==> src/rtl/imm_scan_ctrl.sv <==
// imm_scan_ctrl: frame sequencer for the image masking datapath.
// Ports: clk/reset_n, start/hold, offsets in; pixel addr, offsets, strobes out.
module imm_scan_ctrl #(
  parameter int IMG_ROWS  = 240,
  parameter int IMG_COLS  = 320,
  parameter int MASK_ROWS = 100,
  parameter int MASK_COLS = 200,
  parameter int PIPE_LAT  = 2
) (
  input  logic       clk,
  input  logic       reset_n,
  input  logic       start,
  input  logic       hold,
  input  logic [7:0] row_off_in,
  input  logic [8:0] col_off_in,
  output logic [7:0] pixel_row,
  output logic [8:0] pixel_col,
  output logic [7:0] mask_row_offset,
  output logic [8:0] mask_col_offset,
  output logic       issue_valid,
  output logic       wr_en,
  output logic       busy,
  output logic       done
);

  localparam logic [1:0] IDLE  = 2'd0;
  localparam logic [1:0] SCAN  = 2'd1;
  localparam logic [1:0] DRAIN = 2'd2;
  localparam logic [1:0] DONE  = 2'd3;

  localparam logic [7:0] ROW_LIM  = 8'(IMG_ROWS - MASK_ROWS);
  localparam logic [8:0] COL_LIM  = 9'(IMG_COLS - MASK_COLS);
  localparam logic [7:0] ROW_LAST = 8'(IMG_ROWS - 1);
  localparam logic [8:0] COL_LAST = 9'(IMG_COLS - 1);

  logic [1:0]          state;
  logic [1:0]          state_nxt;
  logic [PIPE_LAT-1:0] pipe;
  logic [PIPE_LAT-1:0] pipe_nxt;
  logic                last_col;
  logic                last_pix;

  assign issue_valid = (state == SCAN) && !hold;
  assign busy        = (state == SCAN) || (state == DRAIN);
  assign done        = (state == DONE);
  assign wr_en       = pipe[PIPE_LAT-1];

  assign last_col = (pixel_col == COL_LAST);
  assign last_pix = last_col && (pixel_row == ROW_LAST);

  // Shift form avoids a negative slice when PIPE_LAT is 1.
  assign pipe_nxt = (pipe << 1) | PIPE_LAT'(issue_valid);

  // DRAIN leaves as the final result retires, so done
  // lands on the cycle right after the last wr_en.
  always_comb begin
    state_nxt = state;
    case (state)
      IDLE:    if (start) state_nxt = SCAN;
      SCAN:    if (issue_valid && last_pix) state_nxt = DRAIN;
      DRAIN:   if (pipe_nxt == '0) state_nxt = DONE;
      DONE:    state_nxt = IDLE;
      default: state_nxt = IDLE;
    endcase
  end

  always_ff @(posedge clk or negedge reset_n) begin
    if (!reset_n) begin
      state           <= IDLE;
      pipe            <= '0;
      pixel_row       <= '0;
      pixel_col       <= '0;
      mask_row_offset <= '0;
      mask_col_offset <= '0;
    end else begin
      state <= state_nxt;
      pipe  <= pipe_nxt;
      if (state == IDLE && start) begin
        mask_row_offset <= (row_off_in > ROW_LIM) ?
                           ROW_LIM : row_off_in;
        mask_col_offset <= (col_off_in > COL_LIM) ?
                           COL_LIM : col_off_in;
        pixel_row <= '0;
        pixel_col <= '0;
      end else if (issue_valid && !last_pix) begin
        if (last_col) begin
          pixel_col <= '0;
          pixel_row <= pixel_row + 8'd1;
        end else begin
          pixel_col <= pixel_col + 9'd1;
        end
      end
    end
  end

endmodule
==> config.mk <==
export PLATFORM = sky130hd
export DESIGN_NAME = imm_scan_ctrl
export DESIGN_NICKNAME = d
export VERILOG_FILES = /design/src/rtl/imm_scan_ctrl.sv
export SDC_FILE = /design/constraint.sdc
export NUM_CORES = 1
export LEC_CHECK = 0
export CORE_ASPECT_RATIO = 1.1
export CORE_MARGIN = 4
export CORE_UTILIZATION = 30
export DETAILED_ROUTE_END_ITERATION = 16
export DONT_BUFFER_PORTS = 1
export PLACE_DENSITY_LB_ADDON = 0.3
export SLEW_MARGIN = 15
export SYNTH_ARGS = -nofsm -noshare
export SYNTH_HDL_FRONTEND = slang
export SYNTH_SLANG_ARGS = --single-unit
==> constraint.sdc <==
create_clock -name clk -period 2.4 [get_ports clk]
set_input_delay 0.24 -clock clk [delete_from_list [all_inputs] [get_ports clk]]
set_output_delay 0.24 -clock clk [all_outputs]
set_load 0.01 [all_outputs]
* Word-level counts from Yosys, hierarchy flattened *
Cells that the tools add are included.

storage, ports and cells
  word-level logic and storage cells = 45
  bits in latches = 0
  memories = 0
  flip-flop bits (word level) = 38
  memory bits (writable) = 0
  input bits = 21
  bits in read-only memories = 0
  output and inout port bits = 38

operators by class
  $add $sub $neg = 2
  shift operators = 0
  reduce and logical (&&, ||, !) cells = 14
  equality and inequality tests = 8
  $mul = 0
  order comparisons = 2
  divide/modulo/power cells = 0
  mux-type cells = 12
  bitwise gates (word level) = 1

operators by type and width
  operator             count
  $mux 9               4
  $mux 8               4
  $add 9x1->9 const B  1
  $eq 9x9->1 const B   1
  $gt 9x7->1 const B   1
  $add 8x1->8 const B  1
  $eq 8x8->1 const B   1
  $gt 8x8->1 const B   1
  $pmux 2 s4           1
  $mux 2               3
  $logic_and 1x1->1    5
  $eq 2x2->1 const B   2
  $logic_not 2->1      2
  $ne 2x1->1 const B   2
  $reduce_bool 2->1    2
  $reduce_and 3->1     1
  $eq 2x1->1 const B   1
  $logic_not 1->1      2
  $ne 2x2->1 const B   1
  $or 2x1->2           1
  $reduce_and 2->1     1
  $logic_or 1x1->1     1

* Longest topological paths before layout *
Gate-level depths: netlist of run 1.

  depth after elaboration = 6
  gate-level depth with buffers = 8
  gate-level depth less buffers = 7

* Least setup slack after synthesis of run 1 *
No wires, ideal clock.

  path type = flip-flop to flip-flop
  start point = register pixel_col[0]
  end point = register pixel_row[5]
  cell stages (with the launch flop) = 7
  path buffers = 1
  setup slack = 0.468 ns
  clock period less this slack = 1.932 ns
  library setup time = 0.078 ns
  data required time = 2.322 ns
  arrival time = 1.854 ns
  cells stage by stage = dfrtp_1 > ha_1 > nand4b_1 > or2_1 > buf_2 > or4_1 > a21oi_1

on the way
  longest elaborated chain between the ends = 6
  elaborated cells between the ends (all ways) = 7
  classes of those cells = eq/ne (1); reduce/logical (6)

RTL lines
  element                                line  text
  start, declared                        17    output logic [8:0] pixel_col,
  start signal, assigned                 90    pixel_col <= pixel_col + 9'd1;
  $eq 9x9->1 (*)                         48    assign last_col = (pixel_col == COL_LAST);
  $logic_and 1x1->1                      49    assign last_pix = last_col && (pixel_row == ROW_LAST);
  $logic_not 1->1                        85    end else if (issue_valid && !last_pix) begin
  $logic_and 1x1->1                      85
  $reduce_bool 2->1 (no source line)     n/a
  $reduce_and 2->1 (no source line) (*)  n/a
  end signal, assigned                   88    pixel_row <= pixel_row + 8'd1;
  end, declared                          16    output logic [7:0] pixel_row,

Mark *: on every way between the ends. The rest lies on a longest branch, timed or not.
A chain may end at the register's enable or synchronous reset.

* Final worst setup path of run 1 *
  start point = register state[1]
  end point = register state[1]

on the way
  longest elaborated chain between the ends = 6
  elaborated cells between the ends (all ways) = 13
  classes of those cells = eq/ne (6); mux (1); bitwise (1); reduce/logical (5)

RTL lines
  element                                line  text
  start, declared                        36    logic [1:0] state;
  start signal, assigned                 76    state <= state_nxt;
  $eq 2x1->1 (*)                         43    assign issue_valid = (state == SCAN) && !hold;
  $logic_and 1x1->1 (*)                  43
  named net issue_valid                  20    output logic issue_valid,
  $or 2x1->2                             52    assign pipe_nxt = (pipe << 1) | PIPE_LAT'(issue_valid);
  $logic_not 2->1                        61    DRAIN: if (pipe_nxt == '0) state_nxt = DONE;
  $ne 2x1->1 (no source line)            n/a
  $reduce_and 3->1 (no source line) (*)  n/a

Mark *: on every way through the listed nets, which the timed path passes. The rest lies on a longest branch.

==> results by group, run 1 <==
Finish
  – ANT cells: 0
  – Area of the multi-input gates: 905 sq um
  – Share of cells above drive strength 1: 9.60%
  – Fill cell count: 653
  – Most frequent cells in the layout: dfrtp_1, nand2_1, nor2_1, nand3_1, a21oi_1
  – P&R area growth vs syn: 12.7%
  – Most common cell after layout, fill and taps aside: dfrtp_1
  – Register area: 951 sq um
  – Layout Cells excl Fill: 278
  – Fin nets: 226

Yosys
  – Top FF cell, synth: dfrtp_1
  – Flop and latch count out of synthesis: 38
  – Ys Warns: 0
  – Synth async-reset ratio: 100%
  – Top cell type by total area after synthesis: dfrtp_1
  – Syn avg cell area: 10.1 sq um
  – Synth Net Count: 216
  – Post-Synthesis Cell Area: 1910 sq um
  – Number of synthesized flops with an enable pin: 0
  – Top cells by area, synth: dfrtp_1, ha_1, nand2_1
  – Post-synthesis sequential area ratio: 49.9%
  – Synth unique cells: 45
  – Synth top area share: 49.9%
  – Post-Synthesis Cells: 188

STA
  – Post-layout min period: 2.00 ns
  – Final WS setup: 0.404 ns
  – Final TNS setup: 0 ns
  – Setup violators final: 0
  – Least-Margin Pin Slew: 0.513 ns
  – Final Hold Viols: 0
  – Clock Skew: 0.00345 ns
  – Hold Slack: 0.0743 ns
  – Max Slew Vio Count: 0
  – Fmax: 0.501 GHz
  – Final period util: 83.2%
  – RSZ-0062 raised after global routing: no
  – Relative slew slack: 65.7%

Detailed routing
  – Post-DR vias/cell: 5.51
  – DRT iter0 DRCs: 46
  – DR WL/cell: 16.9 microns
  – DRT Pass-1 Iters: 4
  – DRT antenna net count: 0
  – Vias post-DR: 1532
  – DRT Wirelength: 4710 microns
  – Drt drc: 0

Floorplan
  – Row count: 30
  – Core area: 6160 sq um
  – Initial Util: 31.0%
  – Die ar.: 7700 sq um
  – Die span in x: 84.0 microns
  – Die Height: 91.6 microns
  – I/O Pins: 59

Setup path
  – Arr. time, crit path: 2.17 ns
  – Crit start category: register
  – CP cell instances: inv_1 -> ha_1 -> nand2b_1 -> clkinv_1 -> o21ai_1 -> nand3_1 -> mux2_1
  – CP Capture Point: state[1]$_DFFE_PN0P_
  – Crit. Startpoint: state[1]$_DFFE_PN0P_
  – Crit path capture type: register
  – Worst R2R Start: state[1]$_DFFE_PN0P_
  – Crit path required time: 2.57 ns
  – Worst Path Max Fanout: 10
  – R2R depth: 7
  – CP max stage cell: dfrtp_1
  – R2r endpoint: state[1]$_DFFE_PN0P_
  – CP max stage delay: 0.39 ns
  – Worst R2R Setup Slack: 0.40 ns
  – CP Class: reg -> reg

Worst hold path
  – Worst Hold Depth: 2
  – HP Class: in -> reg

Clocking
  – Clk Latency, worst-skew pair: 0.28 ns
  – Hold Buf Count CTS: 2
  – Clock Tree Buf Depth: 2
  – Root Buffer: clkbuf_8
  – CTS Buf Count: 5
  – # clock sinks: 38
  – CTS tree: yes
  – Post-CTS Setup Inserts: 0
  – CTS H-tree depth: 2
  – Clock transition at path regs: 0.08 ns
  – Post-cts resize count: 0

Placed design
  – Dpl cells: 269
  – Final HPWL DP: 3430 microns
  – Routability cong.: 0.796
  – Pre-CTS setup slack: 0.417 ns
  – Port-buffer cells: 0

Global route
  – Number of global-route vias before repair: 1549
  – Global route overflow: 0
  – Global-route wire length before repair: 7930 microns
  – Antenna violations before repair: 0
  – Pin count of the biggest net entering global routing: 39
  – Total Routing Usage GR: 12.7%

Flow run
  – Number of max-cap violations: 0

Power and ir drop
  – Reg power frac: 51.7%
  – Sw frac: 35.0%
  – Net Switching: 0.581 mW
  – Comb pwr share: 22.9%
  – Clock power frac: 25.4%
  – Worst ir drop on vdd: 0.278 mV
  – Internal power: 1.08 mW
  – Total power: 1.66 mW
  – LEAKAGE: 0.944 nW
  – Pwr dens: 773 nW/um^2

Status
  – Outcome: finished clean
-- logic make-up (layout without fill, tap and decap cells) --
group / Yosys count / count (layout) / synth area share (%)
flops: 38 / 38 / 49.9
xor+xnor: 1 / 1 / 0.459
fa+ha+maj: 7 / 7 / 4.59
compound gates: 44 / 44 / 17.0
buf+inv: 13 / 23 / 2.69
simple gates: 81 / 81 / 23.2
mux: 4 / 4 / 2.17
-- metrics by stage --
step / util [%] / cell area, sq um
4_1_cts: 34.9 / 2150
3_5_place_dp: 33.2 / 2040
6_report: 34.9 / 2150
2_1_floorplan: - / 1910
3_3_place_gp: 33.2 / 2040
5_1_grt: 34.9 / 2150
-- registers in the layout (all words and copies together) (netlist names) --
signal           count
state                2
mask_col_offset      9
pixel_row            8
pixel_col            9
mask_row_offset      8
pipe                 2
-- worst max-delay path, delay by kind of cell (launching register included) --
| family | cells | cell delay (ns) |
|---|---|---|
| simple gates | 2 | 0.29 |
| mux | 1 | 0.34 |
| fa+ha+maj | 1 | 0.20 |
| flops | 1 | 0.39 |
| buf+inv | 2 | 0.43 |
| compound gates | 1 | 0.24 |
-- per-layer routing --
layer	track usage (%)	routed length, microns
met5	0	0
met4	3.89	68
met3	4.85	395
met2	20.0	2260
met1	16.3	1990
-- area by class of cell --
class / count / area share (%)
tap: 80 / 4.66
multi-input combinational: 137 / 42.1
sequential: 38 / 44.3
timing repair buffer: 11 / 4.54
inverter: 5 / 0.874
clock buffer: 7 / 3.55
-- Yosys cell counts, drive strengths merged, types with 2 or more instances --
cell type	instances
or2	2
clkbuf	7
mux2i	3
nor3	5
nor4	4
nand4	4
a21oi	10
nand4b	4
or4	4
o211ai	3
nand2b	7
inv	4
a31oi	2
dfrtp	38
nand3	10
o21ai	3
ha	7
o22a	6
nand2	21
o31ai	4
nor2	10
a22o	5
nand3b	4
o41ai	3
and2	4
-- power by group through the flow --
stage	clock network (mW)	logic, mW	registers [mW]
floorplan	0	0.263	0.852
global placement	0	0.360	0.874
detailed placement	0	0.364	0.873
CTS	0.444	0.387	0.860
global route	0.473	0.430	0.871
finish	0.421	0.381	0.858
-- how the worst min path moves through the flow --
stage	startpoint	to	slack, ns
final	row_off_in[7]	mask_row_offset[7]$_DFFE_PN0P_	0.07
after global routing	row_off_in[3]	mask_row_offset[3]$_DFFE_PN0P_	0.06
after CTS	row_off_in[3]	mask_row_offset[3]$_DFFE_PN0P_	0.06
after detailed placement	reset_n	pipe[1]$_DFF_PN0_	-0.05
after global placement	reset_n	pipe[1]$_DFF_PN0_	-0.05
after floorplan	reset_n	mask_col_offset[0]$_DFFE_PN0P_	-0.06
(Power assumes the default switching activity.)
==> run 2, diff against run 1 <==
==> constraint.sdc (replaced) <==
create_clock -name clk -period 1.65 [get_ports clk]
set_input_delay 0.165 -clock clk [delete_from_list [all_inputs] [get_ports clk]]
set_output_delay 0.165 -clock clk [all_outputs]
set_load 0.01 [all_outputs]
==> run 2 against run 1 <==
  * The run now ends with setup timing left
  * Routed wire length is 18% higher
  * Power is 77% higher
  * Utilization is 11 points higher
  * Largest cell class is now multi-input gates
  * Largest power group unchanged
==> results by group, run 2 (same netlist as run 1, synthesis figures left out) <==
Setup path
  – Crit start category: register
  – Arr. time, crit path: 1.97 ns (-0.20 ns)
  – Worst Path Max Fanout: 5 (-5)
  – Crit path capture type: register
  – Crit path required time: 1.87 ns (-0.70 ns)
  – CP Class: reg -> reg

Placed design
  – Port-buffer cells: 0 (unchanged)
  – Final HPWL DP: 3800 microns (+11%)
  – Routability cong.: 0.811 (+1.9%)

Worst hold path
  – HP Class: in -> reg

STA
  – Final WS setup: -0.100 ns (-0.505 ns)
  – Setup violators final: 4 (+4)
  – Relative slew slack: 77.5% (+12 points)
  – Final TNS setup: -0.249 ns (-0.249 ns)
  – Hold Slack: 0.00847 ns (-0.0658 ns)
  – Clock Skew: 0.00307 ns (-0.000387 ns)
  – Least-Margin Pin Slew: 0.338 ns (-0.175 ns)
  – Fmax: 0.571 GHz (+14%)
  – Final period util: 106% (+23 points)
  – Post-layout min period: 1.75 ns (-0.245 ns)
  – RSZ-0062 raised after global routing: yes
  – Max Slew Vio Count: 0 (unchanged)
  – Final Hold Viols: 0 (unchanged)

Floorplan
  – Die ar.: 7700 sq um (unchanged)
  – Die span in x: 84.0 microns (unchanged)
  – Core area: 6160 sq um (unchanged)
  – Initial Util: 31.0% (unchanged)
  – Row count: 30 (unchanged)
  – I/O Pins: 59 (unchanged)
  – Die Height: 91.6 microns (unchanged)

Detailed routing
  – DRT Wirelength: 5550 microns (+18%)
  – DR WL/cell: 16.7 microns (-1.6%)
  – Drt drc: 0 (unchanged)
  – Post-DR vias/cell: 5.26 (-4.5%)
  – DRT antenna net count: 0 (unchanged)
  – DRT Pass-1 Iters: 4 (unchanged)
  – DRT iter0 DRCs: 70 (+52%)
  – Vias post-DR: 1753 (+14%)

Global route
  – Antenna violations before repair: 0 (unchanged)
  – Total Routing Usage GR: 14.4% (+1.7 points)
  – Number of global-route vias before repair: 1788 (+15%)
  – Global-route wire length before repair: 8870 microns (+12%)
  – Pin count of the biggest net entering global routing: 39 (unchanged)
  – Global route overflow: 0 (unchanged)

Finish
  – P&R area growth vs syn: 47.0%
  – Fin nets: 280 (+24%)
  – Share of cells above drive strength 1: 37.9% (+28 points)
  – ANT cells: 0 (unchanged)
  – Fill cell count: 598 (-8.4%)
  – Fin util: 45.5% (+11 points)
  – Top flop regs: mask_col_offset x9, pixel_col x9
  – Most frequent cells in the layout: buf_4, dfrtp_1, nand2_1, dlygate4sd3_1, nor2_1
  – Most common cell after layout, fill and taps aside: buf_4

Clocking
  – CTS tree: yes
  – # clock sinks: 38 (unchanged)
  – CTS Buf Count: 5 (unchanged)
  – Clk Latency, worst-skew pair: 0.29 ns (about the same)
  – CTS H-tree depth: 2 (unchanged)
  – Clock Tree Buf Depth: 2 (unchanged)
  – Clock transition at path regs: 0.08 ns (about the same)
  – Root Buffer: clkbuf_8

Flow run
  – Number of max-cap violations: 0 (unchanged)

Power and ir drop
  – Worst ir drop on vdd: 0.443 mV (+60%)
  – LEAKAGE: 1.26 nW (+33%)
  – Pwr dens: 1050 nW/um^2 (+36%)

Status
  – Outcome: finished, violations left
  – Failing checks: setup timing
==> run 2: metal layers <==
metal  share of wire [%]  vias up  GRT usage [%]  routed length, microns
met4                 1.5        0           4.83                      82
met1                  40      863           17.4                    2230
li1                    -      830              -                       -
met5                   0        -              0                       0
met2                  52       51           24.2                    2880
met3                 6.4        9           4.58                     354
==> run 2: through the flow <==
| stage | std cells | power, mW | instance area, sq um | setup slack [ns] |
|---|---|---|---|---|
| final | 333 | 2.94 | 2800 | -0.100 |
| after CTS | 329 | 2.88 | 2680 | -0.100 |
| after global routing | 333 | 3.13 | 2800 | -0.189 |
| after global placement | 307 | 2.00 | 2350 | -0.0900 |
| after detailed placement | 307 | 2.01 | 2350 | -0.133 |
| after floorplan | 188 | 1.63 | 1940 | -0.210 |
==> run 2: worst max-delay path, cell delays in order, from the launching register on <==
cell and delay [ns]:
dfrtp_1 0.39, ha_4 0.14, nand4b_1 0.12, buf_4 0.18
or2_4 0.25, or4_4 0.48, a21oi_2 0.13
==> run 2: path summary, 6_finish.rpt <==
path,startpoint,endpoint,slack [ns],cells past startpoint
max in group asynchronous,reset_n,pixel_col[0]$_DFFE_PN0P_,1.07,2
setup / recovery,pixel_col[1]$_DFFE_PN0P_,pixel_row[0]$_DFFE_PN0P_,-0.10,6
hold reg to reg,pipe[0]$_DFF_PN0_,pipe[1]$_DFF_PN0_,0.41,0
hold / removal,row_off_in[1],mask_row_offset[1]$_DFFE_PN0P_,0.008,1
min in group asynchronous,reset_n,pixel_row[0]$_DFFE_PN0P_,0.36,2
setup reg to reg,pixel_col[1]$_DFFE_PN0P_,pixel_row[0]$_DFFE_PN0P_,-0.10,6
==> run 2: what timing repair did <==
action / CTS / global route
pin swaps: 8 / 7
resized for setup: 13 / 21
hold buffers: 12 / 0
buffers inserted: 2 / 4
hold endpoints to repair: 48 / 0
setup endpoints to repair: 11 / 20
==> run 2: area by class of cell <==
cell class	count	area, sq um	share of cell area, %
repair buffers	65	539	19.2
multi-input cells	137	1080	38.6
clock buffers	8	110	3.93
well taps	80	100	3.57
inverters	5	20.0	0.714
flip-flops and latches	38	952	34.0
==> run 2: power breakdown <==
group | total, mW | switching (mW) | internal, mW
logic | 1.04 | 0.555 | 0.487
registers | 1.13 | 0.0906 | 1.04
clock network | 0.763 | 0.341 | 0.422
total | 2.94 | 0.987 | 1.95
